--- src/rtl/crash_event_ctrl_pkg.sv ---
// Shared game status codes, BCD widths and FSM state types
// for the frame-level crash event controller.
package crash_event_ctrl_pkg;

    localparam int GAME_STATUS_BIT_LEN = 3;
    localparam int BCD_DIGIT_W = 4;
    localparam int BCD_DIGITS = 4;

    localparam logic [GAME_STATUS_BIT_LEN-1:0] ST_PAUSE  = 3'b000;
    localparam logic [GAME_STATUS_BIT_LEN-1:0] ST_RUN    = 3'b001;
    localparam logic [GAME_STATUS_BIT_LEN-1:0] ST_PRERUN = 3'b010;
    localparam logic [GAME_STATUS_BIT_LEN-1:0] ST_OVER   = 3'b011;

    typedef enum logic {
        EN_IDLE,
        EN_EXPLODE
    } enemy_st_e;

    typedef enum logic [1:0] {
        PL_ALIVE,
        PL_INVULN,
        PL_DEAD
    } player_st_e;

endpackage

--- src/rtl/crash_event_ctrl_if.sv ---
// Bundle between the game controller, renderers and the
// crash event controller.
interface crash_event_ctrl_if;
    import crash_event_ctrl_pkg::*;

    logic [GAME_STATUS_BIT_LEN-1:0] game_status_i;
    logic                           frame_end_i;
    logic                           crash_enemy_bullet_i;
    logic                           crash_me_enemy_i;
    logic                           enemy_hit_o;
    logic                           me_hit_o;
    logic                           explode_o;
    logic [1:0]                     explode_step_o;
    logic                           invuln_o;
    logic [15:0]                    score_o;
    logic [1:0]                     lives_o;
    logic                           gameover_req_o;

    modport master (
        output game_status_i, frame_end_i,
        output crash_enemy_bullet_i, crash_me_enemy_i,
        input  enemy_hit_o, me_hit_o, explode_o, explode_step_o,
        input  invuln_o, score_o, lives_o, gameover_req_o
    );

    modport slave (
        input  game_status_i, frame_end_i,
        input  crash_enemy_bullet_i, crash_me_enemy_i,
        output enemy_hit_o, me_hit_o, explode_o, explode_step_o,
        output invuln_o, score_o, lives_o, gameover_req_o
    );

endinterface

--- src/rtl/crash_event_ctrl_bcd_counter4.sv ---
// Four-digit BCD incrementer that sticks at 9999 instead of
// wrapping; sync clear has priority over increment.
module bcd_counter4
    import crash_event_ctrl_pkg::*;
(
    input  logic                              clk_vga,
    input  logic                              rst_n,
    input  logic                              clr,
    input  logic                              inc,
    output logic [BCD_DIGITS*BCD_DIGIT_W-1:0] count
);

    logic [BCD_DIGITS*BCD_DIGIT_W-1:0] nxt;
    logic [BCD_DIGIT_W-1:0]            dig;
    logic                              carry;

    // Ripple a +1 through the digits; carry out means all nines
    always_comb begin
        nxt   = count;
        dig   = '0;
        carry = 1'b1;
        for (int i = 0; i < BCD_DIGITS; i++) begin
            dig = count[i*BCD_DIGIT_W +: BCD_DIGIT_W];
            if (carry) begin
                if (dig == 4'd9) begin
                    nxt[i*BCD_DIGIT_W +: BCD_DIGIT_W] = '0;
                end else begin
                    nxt[i*BCD_DIGIT_W +: BCD_DIGIT_W] = dig + 1'b1;
                    carry = 1'b0;
                end
            end
        end
    end

    // Hold at 9999 when the ripple would overflow
    always_ff @(posedge clk_vga or negedge rst_n) begin
        if (!rst_n) begin
            count <= '0;
        end else if (clr) begin
            count <= '0;
        end else if (inc && !carry) begin
            count <= nxt;
        end
    end

endmodule

--- src/rtl/crash_event_ctrl.sv ---
// Collapses per-pixel crash flags into one event per frame and
// runs explosion, score, lives and invulnerability state.
module crash_event_ctrl
    import crash_event_ctrl_pkg::*;
#(
    parameter int LIVES_INIT      = 3,
    parameter int EXPLODE_STEPS   = 4,
    parameter int FRAMES_PER_STEP = 4,
    parameter int INVULN_FRAMES   = 60
) (
    input  logic               clk_vga,
    input  logic               rst_n,
    crash_event_ctrl_if.slave  bus
);

    localparam logic [1:0] LIVES_RST = 2'(LIVES_INIT);
    localparam logic [1:0] STEP_LAST = 2'(EXPLODE_STEPS - 1);
    localparam logic [3:0] FRM_LAST  = 4'(FRAMES_PER_STEP - 1);
    localparam logic [5:0] INV_LAST  = 6'(INVULN_FRAMES - 1);

    logic [GAME_STATUS_BIT_LEN-1:0] prev_status;
    logic       run, start, eval;
    logic       eb_seen, me_seen, hit_eb, hit_me;
    enemy_st_e  en_st;
    player_st_e pl_st;
    logic [3:0] fcnt;
    logic [1:0] step;
    logic [5:0] icnt;
    logic [1:0] lives;
    logic       enemy_hit, me_hit, explode, invuln, gameover;
    logic       score_inc;

    assign run    = bus.game_status_i == ST_RUN;
    assign start  = run && (prev_status == ST_PRERUN);
    assign eval   = run && bus.frame_end_i && !start;
    assign hit_eb = eb_seen | bus.crash_enemy_bullet_i;
    assign hit_me = me_seen | bus.crash_me_enemy_i;

    assign score_inc = eval && (en_st == EN_IDLE) && hit_eb;

    // Remember last cycle's status to catch the game start edge
    always_ff @(posedge clk_vga or negedge rst_n) begin
        if (!rst_n) prev_status <= ST_PAUSE;
        else        prev_status <= bus.game_status_i;
    end

    // Sticky per-frame crash flags, only live while running
    always_ff @(posedge clk_vga or negedge rst_n) begin
        if (!rst_n) begin
            eb_seen <= 1'b0;
            me_seen <= 1'b0;
        end else if (!run || bus.frame_end_i) begin
            eb_seen <= 1'b0;
            me_seen <= 1'b0;
        end else begin
            if (bus.crash_enemy_bullet_i) eb_seen <= 1'b1;
            if (bus.crash_me_enemy_i)     me_seen <= 1'b1;
        end
    end

    // Enemy hit / explosion animation sequencer
    always_ff @(posedge clk_vga or negedge rst_n) begin
        if (!rst_n) begin
            en_st     <= EN_IDLE;
            fcnt      <= '0;
            step      <= '0;
            explode   <= 1'b0;
            enemy_hit <= 1'b0;
        end else begin
            enemy_hit <= 1'b0;
            if (start) begin
                en_st   <= EN_IDLE;
                fcnt    <= '0;
                step    <= '0;
                explode <= 1'b0;
            end else if (eval) begin
                unique case (en_st)
                    EN_IDLE: begin
                        if (hit_eb) begin
                            enemy_hit <= 1'b1;
                            en_st     <= EN_EXPLODE;
                            fcnt      <= '0;
                            step      <= '0;
                            explode   <= 1'b1;
                        end
                    end
                    EN_EXPLODE: begin
                        if (fcnt == FRM_LAST) begin
                            fcnt <= '0;
                            if (step == STEP_LAST) begin
                                en_st   <= EN_IDLE;
                                step    <= '0;
                                explode <= 1'b0;
                            end else begin
                                step <= step + 1'b1;
                            end
                        end else begin
                            fcnt <= fcnt + 1'b1;
                        end
                    end
                endcase
            end
        end
    end

    // Player lives, invulnerability window and game-over request
    always_ff @(posedge clk_vga or negedge rst_n) begin
        if (!rst_n) begin
            pl_st    <= PL_ALIVE;
            lives    <= LIVES_RST;
            icnt     <= '0;
            invuln   <= 1'b0;
            gameover <= 1'b0;
            me_hit   <= 1'b0;
        end else begin
            me_hit <= 1'b0;
            if (start) begin
                pl_st    <= PL_ALIVE;
                lives    <= LIVES_RST;
                icnt     <= '0;
                invuln   <= 1'b0;
                gameover <= 1'b0;
            end else if (eval) begin
                unique case (pl_st)
                    PL_ALIVE: begin
                        if (hit_me) begin
                            me_hit <= 1'b1;
                            lives  <= lives - 1'b1;
                            if (lives == 2'd1) begin
                                pl_st    <= PL_DEAD;
                                gameover <= 1'b1;
                            end else begin
                                pl_st  <= PL_INVULN;
                                icnt   <= '0;
                                invuln <= 1'b1;
                            end
                        end
                    end
                    PL_INVULN: begin
                        if (icnt == INV_LAST) begin
                            pl_st  <= PL_ALIVE;
                            invuln <= 1'b0;
                        end else begin
                            icnt <= icnt + 1'b1;
                        end
                    end
                    PL_DEAD: begin
                        pl_st <= PL_DEAD;
                    end
                    default: begin
                        pl_st <= PL_ALIVE;
                    end
                endcase
            end
        end
    end

    bcd_counter4 u_score (
        .clk_vga (clk_vga),
        .rst_n   (rst_n),
        .clr     (start),
        .inc     (score_inc),
        .count   (bus.score_o)
    );

    assign bus.enemy_hit_o    = enemy_hit;
    assign bus.me_hit_o       = me_hit;
    assign bus.explode_o      = explode;
    assign bus.explode_step_o = step;
    assign bus.invuln_o       = invuln;
    assign bus.lives_o        = lives;
    assign bus.gameover_req_o = gameover;

endmodule

--- src/flat_wrapper.sv ---
// flat-port wrapper written by rule: the top's interface ports become plain ports
module crash_event_ctrl_flat import crash_event_ctrl_pkg::*;
#(
    parameter int LIVES_INIT      = 3,
    parameter int EXPLODE_STEPS   = 4,
    parameter int FRAMES_PER_STEP = 4,
    parameter int INVULN_FRAMES   = 60
)
  (clk_vga, rst_n, bus_game_status_i, bus_frame_end_i, bus_crash_enemy_bullet_i, bus_crash_me_enemy_i, bus_enemy_hit_o, bus_me_hit_o, bus_explode_o, bus_explode_step_o, bus_invuln_o, bus_score_o, bus_lives_o, bus_gameover_req_o);
  crash_event_ctrl_if bus_i ();
  input  logic clk_vga;
  input  logic rst_n;
  input wire logic [$bits(bus_i.game_status_i)-1:0] bus_game_status_i;
  input wire logic [$bits(bus_i.frame_end_i)-1:0] bus_frame_end_i;
  input wire logic [$bits(bus_i.crash_enemy_bullet_i)-1:0] bus_crash_enemy_bullet_i;
  input wire logic [$bits(bus_i.crash_me_enemy_i)-1:0] bus_crash_me_enemy_i;
  output wire logic [$bits(bus_i.enemy_hit_o)-1:0] bus_enemy_hit_o;
  output wire logic [$bits(bus_i.me_hit_o)-1:0] bus_me_hit_o;
  output wire logic [$bits(bus_i.explode_o)-1:0] bus_explode_o;
  output wire logic [$bits(bus_i.explode_step_o)-1:0] bus_explode_step_o;
  output wire logic [$bits(bus_i.invuln_o)-1:0] bus_invuln_o;
  output wire logic [$bits(bus_i.score_o)-1:0] bus_score_o;
  output wire logic [$bits(bus_i.lives_o)-1:0] bus_lives_o;
  output wire logic [$bits(bus_i.gameover_req_o)-1:0] bus_gameover_req_o;
  assign bus_i.game_status_i = bus_game_status_i;
  assign bus_i.frame_end_i = bus_frame_end_i;
  assign bus_i.crash_enemy_bullet_i = bus_crash_enemy_bullet_i;
  assign bus_i.crash_me_enemy_i = bus_crash_me_enemy_i;
  assign bus_enemy_hit_o = bus_i.enemy_hit_o;
  assign bus_me_hit_o = bus_i.me_hit_o;
  assign bus_explode_o = bus_i.explode_o;
  assign bus_explode_step_o = bus_i.explode_step_o;
  assign bus_invuln_o = bus_i.invuln_o;
  assign bus_score_o = bus_i.score_o;
  assign bus_lives_o = bus_i.lives_o;
  assign bus_gameover_req_o = bus_i.gameover_req_o;
  crash_event_ctrl #(.LIVES_INIT(LIVES_INIT), .EXPLODE_STEPS(EXPLODE_STEPS), .FRAMES_PER_STEP(FRAMES_PER_STEP), .INVULN_FRAMES(INVULN_FRAMES)) u_core (.clk_vga(clk_vga), .rst_n(rst_n), .bus(bus_i));
endmodule
--- config.mk ---
export PLATFORM = sky130hd
export DESIGN_NAME = crash_event_ctrl_flat
export DESIGN_NICKNAME = d
export VERILOG_FILES = /design/src/rtl/crash_event_ctrl_pkg.sv /design/src/rtl/crash_event_ctrl_if.sv /design/src/rtl/crash_event_ctrl_bcd_counter4.sv /design/src/rtl/crash_event_ctrl.sv /design/src/flat_wrapper.sv
export SDC_FILE = /design/constraint.sdc
export NUM_CORES = 1
export LEC_CHECK = 0
export ABC_AREA = 1
export CAP_MARGIN = 0
export CORE_AREA = 5 5 105 107
export CTS_BUF_LIST = sky130_fd_sc_hd__clkbuf_4 sky130_fd_sc_hd__clkbuf_8
export CTS_CLUSTER_SIZE = 24
export DETAILED_ROUTE_END_ITERATION = 7
export DIE_AREA = 0 0 110 112
export DONT_BUFFER_PORTS = 1
export PLACE_DENSITY_LB_ADDON = 0.25
export RECOVER_POWER = 50
export SETUP_SLACK_MARGIN = 0.4
export SKIP_CTS_REPAIR_TIMING = 1
export SLEW_MARGIN = 0
export SYNTH_ARGS = -nofsm -noshare
export SYNTH_HDL_FRONTEND = slang
export SYNTH_SLANG_ARGS = --single-unit
--- constraint.sdc ---
create_clock -name clk_vga -period 3.2 [get_ports clk_vga]
set_input_delay 0.8 -clock clk_vga [delete_from_list [all_inputs] [get_ports clk_vga]]
set_output_delay 0.8 -clock clk_vga [all_outputs]
set_load 0.005 [all_outputs]
After elaboration in Yosys (flattened, before gate mapping) --
Cells that the tools add are included.
Word-level totals: bits in registers 43, output and inout bits 25, logic and storage cells 158
Operators by class: add/subtract/negate cells 8, equal/unequal tests 19, muxes and demuxes 77, bitwise gates (word level) 3, reduce and logical (&&, ||, !) cells 33
Operators by type and width (number):
- 4-bit two-way mux | 11
- 1-bit two-way mux | 38
- 16-bit two-way mux | 2
- 6-bit two-way mux | 5
- 2-bit two-way mux | 14
- 4-bit by 1-bit adder with 4-bit output (second input constant) | 5
- 2-bit nonzero test | 10
- 4-bit == test (second input constant) | 4
- 3-bit by 2-bit inequality test with 1-bit output (second input constant) | 4
- 6-bit one-hot mux with 2 select lines | 1
- 5-bit AND reduction | 2
- 3-bit by 1-bit inequality test with 1-bit output (second input constant) | 3
- 3-bit AND reduction | 3
- 4-bit one-hot mux with 2 select lines | 1
- 2-bit AND reduction | 4
- 4-bit AND reduction | 2
- 6-bit by 1-bit adder with 6-bit output (second input constant) | 1
- 6-bit == test (second input constant) | 1
- 1-bit logical AND | 6
- 1-bit one-hot mux with 2 select lines | 3
- 2-bit one-hot mux with 3 select lines | 1
- 2-bit by 1-bit == test with 1-bit output (second input constant) | 2
- 2-bit == test (second input constant) | 2
- 4-bit by 2-bit == test with 1-bit output (second input constant) | 1
- other kinds (11) | 14

Longest topological paths before layout --
word-level depth 9, gate-level depth with buffers 11, depth with buffers taken out 11

Hierarchy --
From an unflattened synthesis, not the netlist that was laid out.
Second synthesis, totals: cells, all modules 296, area, all modules 2497.4 µm²
Modules (own cells, without submodules):
- crash_event_ctrl | times used 1, cells each 181, area each 1515.2 µm², seq. area each 678.2 µm²
- bcd_counter4 | times used 1, cells each 115, area each 982.2 µm², seq. area each 400.4 µm²

Worst setup path after synthesis --
No wires, ideal clock.
path kind input to register, start in bus_game_status_i[2], end reg u_core.icnt[5], arrival time 1.681 ns, required time 3.082 ns, path slack 1.401 ns, cell stages on the path 10, path buffers 2, path through inv_2 nand3_2 nor2_8 inv_2 buf_6 nand3_4 nand3_4 buf_6 nand2_2 o21ai_2
Between the ends: cells in the longest elaborated chain, start to end 6, elaborated cells between the ends (all ways) 12, those cells by class 4 x eq/ne; 1 x mux; 7 x reduce/logical
RTL lines:
- from (decl) | RTL line flat_wrapper.sv:13 | input wire logic [$bits(bus_i.game_status_i)-1:0] bus_game_status_i;
- 3-bit by 1-bit == test with 1-bit output (*) | RTL line crash_event_ctrl.sv:33 | assign run = bus.game_status_i == ST_RUN;
- 1-bit logical AND | RTL line crash_event_ctrl.sv:34 | assign start = run && (prev_status == ST_PRERUN);
- 1-bit zero test | RTL line crash_event_ctrl.sv:35 | assign eval = run && bus.frame_end_i && !start;
- 1-bit logical AND | RTL line crash_event_ctrl.sv:35
- 2-bit nonzero test (no source line)
- 5-bit AND reduction (no source line)
- to (signal assigned) | RTL line crash_event_ctrl.sv:144 | icnt <= icnt + 1'b1;
- to (decl) | RTL line crash_event_ctrl.sv:28 | logic [5:0] icnt;
Mark *: on every way between the ends. The rest lies on a longest branch, timed or not. A chain may end at the register's enable or synchronous reset.

Final worst setup path --
start in bus_game_status_i[1], end reg u_core.icnt[1]
Same word-level chain as after synthesis.

==> flow_summary.yaml <==
run_status:
  status: "complete, no violations"
grt:
  grt_antenna_before_repair: 0
  grt_pass1_wl_um: 9340
  grtUsageTotal_pct: 9.50
  grt_pass1_vias: 1838
  overflow: 0
  grt_max_degree: 44
worst_setup_path:
  reg2reg_slack_ns: 1.39
  critPathCaptureType: "flop"
  slowest_stage: "inv_2"
  reg2reg_from: "u_core.u_score.count[0]"
  cp_cell_sequence: "inv_1 -> nand3_2 -> nor2_8 -> inv_2 -> o21ai_2 -> nand3_4 -> nand2_1 -> o21ai_2"
  required_ns: 3.38
  worstPathArrival_ns: 2.02
  r2r_cells: 10
  worstSetupPathType: "primary input to flop"
  path_common_cell: "o21ai_2"
  cp_max_fo: 29
  slowest_delay_ns: 0.24
  r2r-end: "u_core.u_score.count[15]"
  crit_path_start_kind: "primary input"
clock_network:
  path_clk_slew_ns: 0.09
  tritoncts: "yes"
  cts-htree-levels: 2
  ctsLongestPathBuffers: 2
  cts_sinks: 43
  cts_made_buffers: 5
  cts-root-buf: "clkbuf_8"
  clkLatencyLatePin_ns: 0.30
cells_and_area:
  syn_to_final_growth_pct: 10.3
  diodes: 0
  nets: 314
  design_area_um2: 2670
  layout-drive-gt1-share_pct: 12.9
  fin_cells: 431
sta:
  post-route-period-util_pct: 57.3
  setup_ws_ns: 1.37
  setup_violations: 0
  fmax_mhz: 545
  maxSlewHeadroom_pct: 62.0
  fin_skew_ns: 0.00915
  tightest_slew_ns: 0.569
  period_minus_slack_ns: 1.83
  tns_ns: 0
  drv_slew: 0
  hold_viol_final: 0
  rsz0062_at_grt: "false"
placed_design:
  place_area_um2: 2560
  gp_congestion: 0.745
  place_ws_ns: 1.07
  dp_cells: 423
  io_buffers: 0
  dp_hpwl_um: 4010
die:
  start_util_pct: 24.1
  die_w_um: 110
  core_um2: 10000
  rows: 37
  die_area_um2: 12300
  ioPinCount: 33
  die_h_um: 112
route:
  num_vias: 1797
  routed_wl_um: 5320
  ant_nets: 0
  avgViaCountPerCell: 4.17
  drt_iter0_drc: 61
  drc: 0
  first_pass_iters: 4
  wl_per_cell_um: 12.3
yosys:
  synth_seq_cells: 43
  syn_inst: 291
  yosys_warnings: 0
  synth_cell_type_count: 29
  syn_avg_cell_area_um2: 8.33
  seq_area_frac_synth_pct: 44.5
  synthesis.area_um2: 2420
  syn-num-nets: 311
power:
  p_leak_nw: 1.31
  power.density_nw_per_um2: 576
  max-vdd-ir-drop_v: 0.000183
  power.total_mw: 1.54
min_path:
  hold_path_class: "primary input to async pin"
flow_run:
  drv_cap: 0
-- logic make-up (layout without fill, tap and decap cells) --
family	Yosys count	count (layout)	synth area share, %
AND/OR/NAND/NOR	161	161	31.3
buffers and inverters	37	41	6.45
flip-flops	43	43	44.5
adder cells (fa/ha/maj)	12	12	6.19
AO/OA/AOI/OAI	26	26	7.18
XOR/XNOR	12	12	4.34
-- report_power, final --
group | switching, mW | internal [mW] | total [mW]
combinational | 0.206 | 0.126 | 0.332
clock | 0.186 | 0.253 | 0.439
sequential | 0.116 | 0.653 | 0.770
-- metrics by stage --
stage,utilization [%],hold WS (ns)
detailed placement,25.5,0.507
finish,26.6,0.187
global placement,25.5,0.502
floorplan,-,0.464
global route,26.6,0.166
CTS,26.7,0.174
-- registers in the layout, indices dropped and copies added (netlist names), 2 cells and up --
name                       count
u_core.bus.lives_o             2
u_core.pl_st                   2
u_core.u_score.count          16
u_core.bus.explode_step_o      2
u_core.fcnt                    4
u_core.icnt                    6
u_core.prev_status             3
-- how the worst max path moves through the flow --
stage,to,slack (ns),from
4_1_cts,u_core.u_score.count[15],1.37,u_core.u_score.count[0]
2_1_floorplan,u_core.icnt[5],1.40,bus_game_status_i[2]
3_3_place_gp,u_core.icnt[0],1.15,bus_game_status_i[1]
6_report,u_core.icnt[1],1.37,bus_game_status_i[1]
5_1_grt,u_core.u_score.count[13],1.19,u_core.u_score.count[0]
3_5_place_dp,u_core.icnt[0],1.07,bus_game_status_i[1]
-- worst max-delay path: cells and delay by family --
family / cells / cell delay (ns)
buffers and inverters: 2 / 0.30
AOI/OAI and AO/OA: 2 / 0.25
and+or+nand+nor: 4 / 0.64
-- cells in the final DEF, fill, tap and decap left out --
cell	n
nand2_1	63
dfrtp_1	41
nand3_1	40
nor2_1	34
inv_1	30
ha_1	12
o21ai_0	10
nand2_2	8
xor2_1	8
o21ai_2	7
clkbuf_8	6
nor2_2	4
a21oi_1	4
xnor2_1	4
inv_2	3
nor3_1	2
nand3_4	2
nand3b_1	2
o21ai_1	2
nand4_1	2
dfstp_2	2
or2_2	1
nand3_2	1
nor2_8	1
o21a_1	1
o21ai_4	1
or2_1	1
o221ai_1	1
bufinv_16	1
clkinv_2	1
-- synth_stat cells, drive strengths merged --
cell | count | area share, %
dfstp | 2 | 2.2
o21a | 1 | 0.31
nand3b | 2 | 0.62
nand4 | 2 | 0.52
dfrtp | 41 | 42
nor2 | 39 | 7.3
nand3 | 43 | 10
o21ai | 20 | 5.7
buf | 4 | 1.3
inv | 33 | 5.1
o221ai | 1 | 0.36
ha | 12 | 6.2
xnor2 | 4 | 1.4
xor2 | 8 | 2.9
nor3 | 2 | 0.41
nand2 | 71 | 12
a21oi | 4 | 0.83
or2 | 2 | 0.52
-- layer usage --
metal / wire, um / share of wire, % / track usage (%)
met5: 0 / 0 / 0
met4: 78 / 1.5 / 3.08
met3: 372 / 7.0 / 3.48
met2: 2530 / 48 / 14.9
met1: 2330 / 44 / 12.0
-- final cells by class --
cell class                 instances  area [um2]
fill                            1095        7370
multi-input combinational        211        1180
sequential                        43        1080
tap                              136         170
inverter                          33         124
clock buffer                       6        82.6
clock inverter                     2        35.0
No activity file was read; power rests on OpenSTA's default activity.
